==> src/rtl/vcii_sar_pkg.sv <==
// Shared definitions for the VCII SAR readout block: the FSM state type,
// the conversion width and the bit positions within the ui_in/uio buses.
package vcii_sar_pkg;

  localparam int unsigned N_BITS = 8;

  typedef enum logic [1:0] {
    ST_IDLE   = 2'd0,
    ST_SETTLE = 2'd1,
    ST_SAMPLE = 2'd2
  } sar_state_e;

  // ui_in bit positions
  localparam int unsigned UI_CMP   = 0;
  localparam int unsigned UI_START = 1;
  localparam int unsigned UI_CONT  = 2;

  // uio bit positions
  localparam int unsigned UIO_BUSY = 0;
  localparam int unsigned UIO_DONE = 1;
  localparam int unsigned UIO_SDO  = 2;
  localparam int unsigned UIO_SCLK = 3;

  localparam logic [7:0] UIO_OE_MASK = 8'b0000_0111;

endpackage

==> src/rtl/vcii_sync.sv <==
// Two-flop synchronizer for asynchronous inputs.
//   clk   : destination clock
//   rst_n : asynchronous active-low reset, clears both stages
//   d_i   : asynchronous input
//   q_o   : synchronized output (two clocks of latency)
module vcii_sync #(
  parameter int unsigned WIDTH = 1
) (
  input  logic             clk,
  input  logic             rst_n,
  input  logic [WIDTH-1:0] d_i,
  output logic [WIDTH-1:0] q_o
);

  logic [WIDTH-1:0] meta_q;
  logic [WIDTH-1:0] sync_q;

  always_ff @(posedge clk or negedge rst_n) begin
    if (!rst_n) begin
      meta_q <= '0;
      sync_q <= '0;
    end else begin
      meta_q <= d_i;
      sync_q <= meta_q;
    end
  end

  assign q_o = sync_q;

endmodule

==> src/rtl/vcii_sar_reader.sv <==
// Successive-approximation readout for a VCII z-node via an external R-2R DAC
// and comparator, with a serial shift-out of the last result.
//   clk, rst_n : clock, asynchronous active-low reset
//   ena        : design enable; low aborts any conversion
//   ui_in      : [0] cmp, [1] start, [2] cont
//   uo_out     : DAC trial code
//   uio_in     : [3] sclk serial readout clock
//   uio_out    : [0] busy, [1] done, [2] sdo
//   uio_oe     : constant output-enable mask
module vcii_sar_reader
  import vcii_sar_pkg::*;
#(
  parameter int unsigned SETTLE = 4,
  parameter int unsigned N_BITS = vcii_sar_pkg::N_BITS
) (
  input  logic       clk,
  input  logic       rst_n,
  input  logic       ena,
  input  logic [7:0] ui_in,
  output logic [7:0] uo_out,
  input  logic [7:0] uio_in,
  output logic [7:0] uio_out,
  output logic [7:0] uio_oe
);

  localparam int unsigned      IW       = $clog2(N_BITS);
  localparam logic [IW-1:0]    IDX_MSB  = IW'(N_BITS - 1);
  localparam logic [7:0]       CNT_LAST = 8'(SETTLE - 1);
  localparam logic [N_BITS-1:0] DAC_MID = {1'b1, {(N_BITS-1){1'b0}}};

  logic cmp_s, start_s, sclk_s;
  logic start_prev_q, sclk_prev_q;
  logic start_rise, sclk_rise;

  sar_state_e        state_q,  state_d;
  logic [7:0]        cnt_q,    cnt_d;
  logic [IW-1:0]     idx_q,    idx_d;
  logic [N_BITS-1:0] dac_q,    dac_d;
  logic [N_BITS-1:0] result_q, result_d;
  logic [N_BITS-1:0] shift_q,  shift_d;
  logic              busy_q,   busy_d;
  logic              done_q,   done_d;
  logic [N_BITS-1:0] code;

  vcii_sync #(.WIDTH(1)) u_sync_cmp (
    .clk   (clk),
    .rst_n (rst_n),
    .d_i   (ui_in[UI_CMP]),
    .q_o   (cmp_s)
  );

  vcii_sync #(.WIDTH(1)) u_sync_start (
    .clk   (clk),
    .rst_n (rst_n),
    .d_i   (ui_in[UI_START]),
    .q_o   (start_s)
  );

  vcii_sync #(.WIDTH(1)) u_sync_sclk (
    .clk   (clk),
    .rst_n (rst_n),
    .d_i   (uio_in[UIO_SCLK]),
    .q_o   (sclk_s)
  );

  assign start_rise = start_s & ~start_prev_q;
  assign sclk_rise  = sclk_s & ~sclk_prev_q;

  always_comb begin
    state_d  = state_q;
    cnt_d    = cnt_q;
    idx_d    = idx_q;
    dac_d    = dac_q;
    result_d = result_q;
    shift_d  = shift_q;
    busy_d   = busy_q;
    done_d   = done_q;
    code     = dac_q;
    code[idx_q] = cmp_s;

    if (!ena) begin
      state_d = ST_IDLE;
      cnt_d   = '0;
      idx_d   = IDX_MSB;
      dac_d   = '0;
      busy_d  = 1'b0;
    end else begin
      if (sclk_rise) begin
        shift_d = {shift_q[N_BITS-2:0], 1'b0};
      end

      unique case (state_q)
        ST_IDLE: begin
          if (start_rise) begin
            state_d = ST_SETTLE;
            cnt_d   = '0;
            idx_d   = IDX_MSB;
            dac_d   = DAC_MID;
            busy_d  = 1'b1;
            done_d  = 1'b0;
          end
        end

        ST_SETTLE: begin
          // done is already low in a normal conversion; clearing it here
          // turns the continuous-mode done into a single-cycle pulse.
          done_d = 1'b0;
          if (cnt_q == CNT_LAST) begin
            cnt_d   = '0;
            state_d = ST_SAMPLE;
          end else begin
            cnt_d = cnt_q + 8'd1;
          end
        end

        ST_SAMPLE: begin
          if (idx_q != '0) begin
            dac_d              = code;
            dac_d[idx_q-IW'(1)] = 1'b1;
            idx_d              = idx_q - IW'(1);
            state_d            = ST_SETTLE;
          end else begin
            result_d = code;
            shift_d  = code;  // overrides a coincident sclk shift
            done_d   = 1'b1;
            if (ui_in[UI_CONT]) begin
              state_d = ST_SETTLE;
              cnt_d   = '0;
              idx_d   = IDX_MSB;
              dac_d   = DAC_MID;
              busy_d  = 1'b1;
            end else begin
              state_d = ST_IDLE;
              dac_d   = code;
              busy_d  = 1'b0;
            end
          end
        end

        default: state_d = ST_IDLE;
      endcase
    end
  end

  always_ff @(posedge clk or negedge rst_n) begin
    if (!rst_n) begin
      state_q      <= ST_IDLE;
      cnt_q        <= '0;
      idx_q        <= '0;
      dac_q        <= '0;
      result_q     <= '0;
      shift_q      <= '0;
      busy_q       <= 1'b0;
      done_q       <= 1'b0;
      start_prev_q <= 1'b0;
      sclk_prev_q  <= 1'b0;
    end else begin
      state_q      <= state_d;
      cnt_q        <= cnt_d;
      idx_q        <= idx_d;
      dac_q        <= dac_d;
      result_q     <= result_d;
      shift_q      <= shift_d;
      busy_q       <= busy_d;
      done_q       <= done_d;
      start_prev_q <= start_s;
      sclk_prev_q  <= sclk_s;
    end
  end

  assign uo_out = dac_q;
  assign uio_oe = UIO_OE_MASK;

  always_comb begin
    uio_out           = '0;
    uio_out[UIO_BUSY] = busy_q;
    uio_out[UIO_DONE] = done_q;
    uio_out[UIO_SDO]  = shift_q[N_BITS-1];
  end

  // Result register is kept for observability; unused input bits are sunk here.
  logic unused_inputs;
  assign unused_inputs = &{1'b0, ui_in[7:3], uio_in[7:4], uio_in[2:0], result_q};

endmodule

==> config.mk <==
export PLATFORM = sky130hd
export DESIGN_NAME = vcii_sar_reader
export DESIGN_NICKNAME = d
export VERILOG_FILES = /design/src/rtl/vcii_sar_pkg.sv /design/src/rtl/vcii_sync.sv /design/src/rtl/vcii_sar_reader.sv
export SDC_FILE = /design/constraint.sdc
export NUM_CORES = 1
export LEC_CHECK = 0
export ABC_AREA = 1
export BUFFER_PORTS_ARGS = -buffer_cell sky130_fd_sc_hd__buf_4
export CORE_ASPECT_RATIO = 0.8
export CORE_MARGIN = 4
export CORE_UTILIZATION = 50
export CTS_CLUSTER_DIAMETER = 150
export CTS_CLUSTER_SIZE = 28
export DETAILED_ROUTE_END_ITERATION = 7
export PLACE_DENSITY = 0.79
export SLEW_MARGIN = 20
export SYNTH_ARGS = -nofsm -noshare
export SYNTH_HDL_FRONTEND = slang
export SYNTH_SLANG_ARGS = --single-unit
==> constraint.sdc <==
create_clock -name clk -period 1.5 [get_ports clk]
set_input_delay 0.225 -clock clk [delete_from_list [all_inputs] [get_ports clk]]
set_output_delay 0.225 -clock clk [all_outputs]
set_load 0.05 [all_outputs]
==> results of run 1 <==
==> timing repair <==
item / 4_1_cts / 5_1_grt
hold buffers: 1 / 0
cloned: 0 / 1
resized for setup: 8 / 31
setup buffers: 0 / 10
hold endpoints to repair: 39 / 0
setup endpoints to repair: 18 / 23
pin swaps: 2 / 18
==> layout make-up <==
| type | count | area [µm²] |
|---|---|---|
| clock buffer | 8 | 100 |
| inverter | 39 | 159 |
| fill | 373 | 1710 |
| timing repair buffer | 38 | 300 |
| multi-input combinational | 237 | 1270 |
| sequential | 39 | 978 |
| tap | 60 | 75.1 |
==> state kept, by name (all words and copies together) (netlist names) <==
register and cells:
busy_q 1, cnt_q 8, done_q 1, idx_q 3
sclk_prev_q 1, shift_q 8, start_prev_q 1, state_q 2
u_sync_cmp.meta_q 1, u_sync_cmp.q_o 1, u_sync_sclk.meta_q 1, u_sync_sclk.q_o 1
u_sync_start.meta_q 1, u_sync_start.q_o 1, uo_out 8
==> power by group <==
group	switching, mW	internal [mW]	leakage [nW]	total (mW)
combinational	1.44	0.810	0.953	2.25
sequential	0.165	1.22	0.506	1.38
clock	0.377	0.420	0.0515	0.797
==> kinds of logic after synthesis <==
logic type | share of synthesized area (%)
and+or+nand+nor | 33.2
buffers and inverters | 13.1
DFF | 40.8
other | 0.314
xor gates and xnor gates | 1.10
adders and majority gates | 3.66
AOI/OAI and AO/OA | 7.80
==> worst max-delay path, stage by stage, from the launching register on <==
cell and delay (ns):
dfrtp_2 0.46, inv_2 0.11, ha_4 0.21, nand3b_1 0.25, buf_4 0.20, nand4_4 0.09
nor2_1 0.06, a21oi_1 0.10
==> synthesized netlist by cell type (all sizes together) <==
| master | instances | share of area [%] |
|---|---|---|
| dfrtp | 39 | 41 |
| conb | 2 | 0.31 |
| o21ai | 30 | 6.8 |
| nand3 | 38 | 8.0 |
| nand4 | 4 | 1.3 |
| buf | 20 | 6.6 |
| nor2 | 25 | 4.7 |
| ha | 7 | 3.7 |
| nand3b | 1 | 0.31 |
| nand2 | 111 | 19 |
| xor2 | 2 | 0.73 |
| a21oi | 2 | 0.42 |
| o211ai | 2 | 0.63 |
| inv | 39 | 6.4 |
| xnor2 | 1 | 0.37 |
==> routing by layer <==
layer  up-vias  track usage, %
met3        11            3.68
met1       987            25.8
met5         -               0
met4         0            8.61
met2        96            25.3
li1       1064               -
==> cells in the final DEF (no fill, tap or decap), types with 3 or more instances in the layout <==
cell type	instances
o21ai_2	3
conb_1	13
o21ai_0	20
o21ai_1	6
nor2_1	20
nor2_4	3
inv_1	29
nand4_1	3
inv_2	8
buf_4	36
nand2_1	100
nand3_1	37
ha_1	3
nand2_4	3
ha_4	4
clkbuf_8	7
dfrtp_1	37
nand2_2	7
==> through the flow <==
stage | instances | setup WS (ns) | setup TNS (ns) | power [mW]
after floorplan | 334 | 0.0377 | 0 | 2.75
after global placement | 401 | -0.00845 | -0.0215 | 3.14
after detailed placement | 401 | -0.0322 | -0.158 | 3.19
after CTS | 410 | 0.00350 | 0 | 4.04
after global routing | 421 | -0.126 | -0.970 | 4.72
final | 421 | -0.0424 | -0.120 | 4.43
==> how the worst max path moves through the flow <==
stage | endpoint | slack (ns)
final | cnt_q[0] | -0.04
after global routing | cnt_q[2] | -0.13
after floorplan | shift_q[1] | 0.04
after detailed placement | cnt_q[0] | -0.03
after global placement | uo_out[4] | -0.008
after CTS | cnt_q[2] | 0.004
==> summary.md, run 1 <==
| Metric | Value |
|---|---|
| Num rows | `22` |
| Root Buffer | `clkbuf_8` |
| Met3 WL | `397 µm` |
| Antenna-violating nets left | `0` |
| Initial Util | `52.0%` |
| Die H | `69.8 µm` |
| Core box area | `4600 µm²` |
| Mapped cell area | `2390 µm²` |
| Share of layout cells above drive strength 1 | `23.3%` |
| Clock sinks | `39` |
| WL met2 | `2470 µm` |
| CP required | `1.73 ns` |
| Area Growth Syn to Fin | `20.8%` |
| Synth cell types | `27` |
| Final period util | `103%` |
| Max cap viols | `0` |
| First-pass GRT wire length | `8530 µm` |
| Highest clock rate | `648 MHz` |
| Tmin final | `1.54 ns` |
| Gr ovfl total | `0` |
| Setup crit start | `state_q[1]` |
| Peak VDD IR | `1.09 mV` |
| Clock buffer depth | `2` |
| Min-Delay Path Class | `in -> reg` |
| DRT Pass-1 Iters | `6` |
| Yosys reg bits | `39` |
| TritonCTS Buffers | `5` |
| RSZ-0062 raised after global routing | `true` |
| Worst R2R Start | `state_q[1]` |
| Reg2Reg Depth | `7` |
| Die area | `5960 µm²` |
| CP Capture Type | `register` |
| Final #Nets | `386` |
| Worst Hold Endpoint | `u_sync_cmp.meta_q` |
| Routed vias | `2158` |
| CP arrival | `1.78 ns` |
| DR top layer | `met4` |
| Max H-tree Level | `2` |
| # port buffers | `17` |
| Diodes inserted | `0` |
| Status | `finished, violations left` |
| Overall die width | `85.3 µm` |
| WL/cell | `13.1 µm` |
| Avg Cell Area, Syn | `7.40 µm²` |
| Worst hold slack | `0.0315 ns` |
| CP Launch Type | `register` |
| WL final | `5500 µm` |
| Reg-to-reg slack, setup | `-0.04 ns` |
| Final Hold Vio Count | `0` |
| Core Util, Final | `62.8%` |
| Setup violations, final | `6` |
| Clock Skews | `0.00777 ns` |
| Clock transition at path regs | `0.08 ns` |
| Initial antenna violation count | `0` |
| Worst Hold Depth | `1` |
| Failing checks | `setup timing` |
| Largest net degree at the start of global routing | `40` |
| Final HPWL DP | `3590 µm` |
| Via-per-instance ratio | `5.13` |
| # DRC | `0` |
| Number of synthesis warnings | `0` |
| Post-Syn Instances | `323` |
| RR Endpoint | `cnt_q[0]` |
| Pwr Density | `1530 nW/µm²` |
| Io pins | `43` |
| WS Path Type | `reg -> reg` |
| Dpl cell area | `2550 µm²` |
| TritonCTS clock tree | `built` |
| Routability cong. | `0.979` |
| 1st-iter DRT viols | `152` |
| Leak | `1.51 nW` |
| Number of global-route vias before repair | `1890` |
| CP max FO | `5` |
| Hold Crit Start | `ui_in[0]` |
| PnR worst setup slack | `-0.0424 ns` |
| Wire length on met1 | `2520 µm` |
| Max Slew Vio Count | `0` |
| Sequential-to-total area share from yosys stat | `40.8%` |
| GRT Total Usage | `17.9%` |
| Post-route design area | `2890 µm²` |
| Worst-Skew Late Latency | `0.30 ns` |
(Power assumes the default switching activity.)
==> inputs of run 2 (changes only) <==
Settings changed: CORE_UTILIZATION 50 to 60, HOLD_SLACK_MARGIN from default to 0.03, PLACE_DENSITY 0.79 to 0.88.
Clock period 1.5 ns to 1.9 ns, I/O delays scaled along.
==> summary.md, run 2 (same netlist as run 1, synthesis figures left out) <==
| Metric | Value |
|---|---|
| Status | `finished clean (was finished, violations left)` |
| Routed vias | `2080 (was 2158)` |
| Core Util, Final | `68.1% (was 62.8%)` |
| Commonest non-fill, non-tap cell in the layout | `nand2_1 (unchanged)` |
| WL final | `4940 µm (was 5500 µm)` |
| Overall die width | `78.6 µm (was 85.3 µm)` |
| 1st-iter DRT viols | `111 (was 152)` |
| Initial antenna violation count | `0 (unchanged)` |
| TritonCTS Buffers | `5 (unchanged)` |
| Leak | `1.41 nW (was 1.51 nW)` |
| Clock buffer depth | `2 (unchanged)` |
| TNS Setup | `0 ns (was -0.120 ns)` |
| CP max FO | `9 (was 5)` |
| Finished Layout Cells | `397 (was 421)` |
| # port buffers | `17 (unchanged)` |
| Final period util | `89.3% (was 103%)` |
| Max H-tree Level | `2 (unchanged)` |
| Tmin final | `1.70 ns (was 1.54 ns)` |
| WL/cell | `12.4 µm (was 13.1 µm)` |
| Via-per-instance ratio | `5.24 (was 5.13)` |
| CP Capture Type | `register (unchanged)` |
| Worst-Skew Late Latency | `0.29 ns (was 0.30 ns)` |
| CP arrival | `1.88 ns (was 1.78 ns)` |
| Max Slew Vio Count | `0 (unchanged)` |
| GRT Total Usage | `21.7% (was 17.9%)` |
| Area Growth Syn to Fin | `9.06% (was 20.8%)` |
| Routability cong. | `0.922 (was 0.979)` |
| # fillers | `335 (was 373)` |
| Tot Pwr | `3.13 mW (was 4.43 mW)` |
| TritonCTS clock tree | `built (unchanged)` |
| Layer with the highest usage | `met2 (was met1)` |
| Worst R2R Start | `idx_q[0] (was state_q[1])` |
| Antenna-violating nets left | `0 (unchanged)` |
| Die H | `64.5 µm (was 69.8 µm)` |
| CP Launch Type | `register (unchanged)` |
| Final Hold Vio Count | `0 (unchanged)` |
| Largest net degree at the start of global routing | `40 (unchanged)` |
| Clock sinks | `39 (unchanged)` |
| RSZ-0062 raised after global routing | `false (was true)` |
| Root Buffer | `clkbuf_8 (unchanged)` |
| Gr ovfl total | `0 (unchanged)` |
| CP required | `2.08 ns (was 1.73 ns)` |
| Diodes inserted | `0 (unchanged)` |
| Final #Nets | `367 (was 386)` |
| Core box area | `3830 µm² (was 4600 µm²)` |
| Die area | `5060 µm² (was 5960 µm²)` |
| # DRC | `0 (unchanged)` |
| Setup violations, final | `0 (was 6)` |
| Met2 usage | `32.7% (was 25.3%)` |
| Highest clock rate | `590 MHz (was 648 MHz)` |
| Initial Util | `62.4% (was 52.0%)` |
| Number of global-route vias before repair | `1831 (was 1890)` |
| Met1 Usage GRT | `31.1% (was 25.8%)` |
| Final HPWL DP | `3630 µm (was 3590 µm)` |
| Clock transition at path regs | `0.08 ns (about the same)` |
| Share of layout cells above drive strength 1 | `12.0% (was 23.3%)` |
| Hold Crit Start | `ui_in[1] (was ui_in[0])` |
| First-pass GRT wire length | `8520 µm (was 8530 µm)` |
| Min-Delay Path Class | `in -> reg (unchanged)` |
| DRT Pass-1 Iters | `5 (was 6)` |
| Placed cell count | `388 (was 401)` |
| Num rows | `20 (was 22)` |
| WS Path Type | `reg -> reg (unchanged)` |
| Max cap viols | `0 (unchanged)` |
| Setup crit start | `idx_q[0] (was state_q[1])` |
| Peak VDD IR | `0.842 mV (was 1.09 mV)` |
| Clock Skews | `0.00910 ns (was 0.00777 ns)` |
| Post-CTS sizing | `0 (was 8)` |
| Io pins | `43 (unchanged)` |
| Most frequent cells in the layout | `nand2_1 (106), dfrtp_1 (39), nand3_1 (38), inv_1 (35), o21ai_0 (23) (was nand2_1 (100), nand3_1 (37), dfrtp_1 (37), buf_4 (36), inv_1 (29))` |
| Pwr Density | `1200 nW/µm² (was 1530 nW/µm²)` |
| Met3 Resource Use GR | `4.58% (was 3.68%)` |
==> run 2: cell count changes in the layout (fill, tap and decap cells not counted), sizes merged <==
cell    before  now
bufinv       0    1
clkbuf       8    5
inv         38   39
buf         37   19
clkinv       1    2
nand4        5    4
==> run 2: worst max-delay path: stages (launching register included) <==
cell and delay [ns]:
dfrtp_1 0.47, inv_2 0.16, ha_1 0.28, nand2_8 0.09, nand2_4 0.12, nand4_2 0.24, nor2_1 0.17, a21oi_1 0.06
==> run 2: timing repair <==
| action | 4_1_cts | 5_1_grt |
|---|---|---|
| endpoints found under the setup margin | 0 | 0 |
| hold endpoints to repair | 39 | 0 |
| hold buffers | 1 | 0 |
| setup buffers | 0 | 0 |
==> run 2: worst paths after layout <==
check,to,slack (ns),cells past startpoint
worst max-delay path,cnt_q[0],0.20,7
worst min-delay path,u_sync_start.meta_q,0.1,1
worst max register to register,cnt_q[0],0.20,7
worst min register to register,u_sync_start.q_o,0.36,0
max in group asynchronous,uo_out[3],1.07,2
min in group asynchronous,cnt_q[7],0.50,2
==> run 2: final cells by class <==
type,instances,area (µm²),area share (%)
multi-input combinational,236,1140,43.8
inverter,39,154,5.90
clock inverter,3,43.8,1.68
sequential,39,976,37.4
clock buffer,5,68.8,2.64
timing repair buffer,20,153,5.86
tap,55,68.8,2.64
==> run 2: per-stage QoR <==
stage	hold WS [ns]	area [µm²]	setup WS, ns
final	0.0958	2610	0.204
after global placement	0.277	2480	0.278
after floorplan	-0.0106	2430	0.438
after global routing	0.0805	2610	0.0502
after CTS	0.0879	2610	0.216
after detailed placement	0.284	2480	0.233
==> run 2: power breakdown <==
group          internal, mW  switching, mW
logic                 0.403          0.945
clock network         0.391          0.301
registers             0.956          0.131
total                  1.75           1.38
==> run 2: layer usage <==
layer | vias up | share of wire [%]
met1 | 948 | 46
met5 | - | 0
met4 | 0 | 1.3
met3 | 9 | 8.5
met2 | 96 | 44
li1 | 1027 | -
==> inputs of run 3 (changes only) <==
Settings changed: CORE_UTILIZATION 60 to 56, PLACE_DENSITY 0.88 to 0.83.
Clock period 1.9 ns to 1.91 ns, I/O delays scaled along.
==> summary.md, run 3 (same netlist as run 1, synthesis figures left out) <==
| Metric | Value |
|---|---|
| Final Hold Vio Count | `0 (unchanged)` |
| GRT Total Usage | `19.6% (was 21.7%)` |
| Tmin final | `1.69 ns (was 1.70 ns)` |
| Peak VDD IR | `0.581 mV (was 0.842 mV)` |
| CP Launch Type | `register (unchanged)` |
| Buffers & Inverters on Critical Path | `3 (was 1)` |
| Highest clock rate | `593 MHz (was 590 MHz)` |
| Commonest non-fill, non-tap cell in the layout | `nand2_1 (unchanged)` |
| # port buffers | `17 (unchanged)` |
| CP cell instances | `inv_2 > ha_1 > nand2_8 > inv_2 > nand2_2 > inv_1 > o21ai_0 > nand2_1 > nand2_1 (was inv_2 > ha_1 > nand2_8 > nand2_4 > nand4_2 > nor2_1 > a21oi_1)` |
| Tot Pwr | `3.15 mW (was 3.13 mW)` |
| Placement Setup Slack | `0.252 ns (was 0.233 ns)` |
| CP max FO | `8 (was 9)` |
| Sw frac | `44.5% (was 44.0%)` |
| Diodes inserted | `0 (unchanged)` |
| P_int | `1.75 mW (about the same)` |
| CP delay by family, top | `flip-flops (was simple AND/OR/NAND/NOR gates)` |
| First-pass GRT wire length | `7940 µm (was 8520 µm)` |
| Overall die width | `81.0 µm (was 78.6 µm)` |
| DRT Pass-1 Iters | `6 (was 5)` |
| Min-Delay Path Class | `in -> reg (unchanged)` |
| Area Growth Syn to Fin | `8.90% (was 9.06%)` |
| Core box area | `3950 µm² (was 3830 µm²)` |
| Most frequent cells in the layout | `nand2_1 (106), dfrtp_1 (39), nand3_1 (38), inv_1 (35), o21ai_0 (23) (unchanged)` |
| Slowest stage delay, CP | `0.49 ns (was 0.47 ns)` |
| Routed vias | `2028 (was 2080)` |
| Die area | `5380 µm² (was 5060 µm²)` |
| 1st-iter DRT viols | `141 (was 111)` |
| Setup violations, final | `0 (unchanged)` |
| Max Slew Vio Count | `0 (unchanged)` |
| Post-CTS sizing | `0 (unchanged)` |
| Hold Crit Start | `ui_in[1] (unchanged)` |
| # DRC | `0 (unchanged)` |
| CP Capture Type | `register (unchanged)` |
| Antenna-violating nets left | `0 (unchanged)` |
| Die H | `66.4 µm (was 64.5 µm)` |
| WL/cell | `11.9 µm (was 12.4 µm)` |
| TritonCTS clock tree | `built (unchanged)` |
| Max H-tree Level | `2 (unchanged)` |
| Post-CTS Hold Fix Bufs | `1 (unchanged)` |
| Routability cong. | `0.945 (was 0.922)` |
| TNS Setup | `0 ns (unchanged)` |
| Worst R2R Start | `idx_q[0] (unchanged)` |
| Core Util, Final | `65.8% (was 68.1%)` |
| Initial Util | `60.4% (was 62.4%)` |
| Setup crit start | `idx_q[0] (unchanged)` |
| Post-CTS Setup Inserts | `0 (unchanged)` |
| Final #Nets | `366 (was 367)` |
| CP required | `2.16 ns (was 2.08 ns)` |
| Largest net degree at the start of global routing | `40 (unchanged)` |
| Slowest-stage cell, CP | `dfrtp_1 (unchanged)` |
| Flop pwr share | `34.5% (was 34.8%)` |
| Comb pwr share | `42.5% (was 43.1%)` |
| Via-per-instance ratio | `5.12 (was 5.24)` |
| RSZ-0062 raised after global routing | `false (unchanged)` |
| Final HPWL DP | `3500 µm (was 3630 µm)` |
| Final period util | `88.2% (was 89.3%)` |
| Clock sinks | `39 (unchanged)` |
| CP arrival | `1.94 ns (was 1.88 ns)` |
| Max cap viols | `0 (unchanged)` |
| Clock Power Share | `23.0% (was 22.1%)` |
| Leak | `1.41 nW (about the same)` |
| TritonCTS Buffers | `5 (unchanged)` |
| WL final | `4720 µm (was 4940 µm)` |
| Clock transition at path regs | `0.08 ns (about the same)` |
| Worst-Skew Late Latency | `0.31 ns (was 0.29 ns)` |
| Root Buffer | `clkbuf_8 (unchanged)` |
| Gr ovfl total | `0 (unchanged)` |
| Psw | `1.40 mW (was 1.38 mW)` |
| Share of layout cells above drive strength 1 | `11.7% (was 12.0%)` |
| Status | `finished clean (unchanged)` |
| Num rows | `20 (unchanged)` |
| Clock buffer depth | `2 (unchanged)` |
| PnR worst setup slack | `0.225 ns (was 0.204 ns)` |
| Number of global-route vias before repair | `1733 (was 1831)` |
| Io pins | `43 (unchanged)` |
| Pwr Density | `1210 nW/µm² (was 1200 nW/µm²)` |
| Clock Skews | `0.00642 ns (was 0.00910 ns)` |
| WS Path Type | `reg -> reg (unchanged)` |
| Initial antenna violation count | `0 (unchanged)` |
-- run 3: cell types whose count changed in the layout (fill, tap and decap cells not counted) --
cell	before	now
buf_4	19	18
clkinv_2	1	0
inv_6	0	1
-- run 3: power by group through the flow --
stage / Clock [mW] / Combinational, mW / Sequential, mW
3_5_place_dp: 0 / 1.30 / 1.10
5_1_grt: 0.769 / 1.49 / 1.10
3_3_place_gp: 0 / 1.28 / 1.09
6_report: 0.723 / 1.34 / 1.08
4_1_cts: 0.736 / 1.31 / 1.08
2_1_floorplan: 0 / 1.06 / 1.10
-- run 3: cell type report --
cell class	count	area [µm²]
clock inverter	3	47.5
fill	351	1350
multi-input combinational	236	1140
inverter	39	154
sequential	39	976
clock buffer	5	68.8
timing repair buffer	19	145
tap	55	68.8
-- run 3: path summary, 6_finish.rpt --
check	end	slack [ns]	depth (start not counted)
worst max-delay path	uo_out[6]	0.22	9
worst min-delay path	u_sync_start.meta_q	0.08	1
worst max register to register	uo_out[6]	0.22	9
worst min register to register	u_sync_sclk.q_o	0.36	0
max in group asynchronous	cnt_q[0]	1.10	2
min in group asynchronous	u_sync_start.meta_q	0.48	2
-- run 3: stage by stage --
| step | area, µm² | instances | hold WS, ns |
|---|---|---|---|
| 3_3_place_gp | 2480 | 387 | 0.283 |
| 2_1_floorplan | 2430 | 334 | -0.00909 |
| 6_report | 2600 | 396 | 0.0799 |
| 3_5_place_dp | 2480 | 387 | 0.289 |
| 4_1_cts | 2600 | 396 | 0.0720 |
| 5_1_grt | 2600 | 396 | 0.0673 |
-- run 3: metal layers --
layer,share of wire [%],wire [µm],GRT usage [%]
met1,48,2250,27.7
met2,41,1960,27.4
met3,9.0,425,5.86
met4,1.9,88,9.07
met5,0,0,0
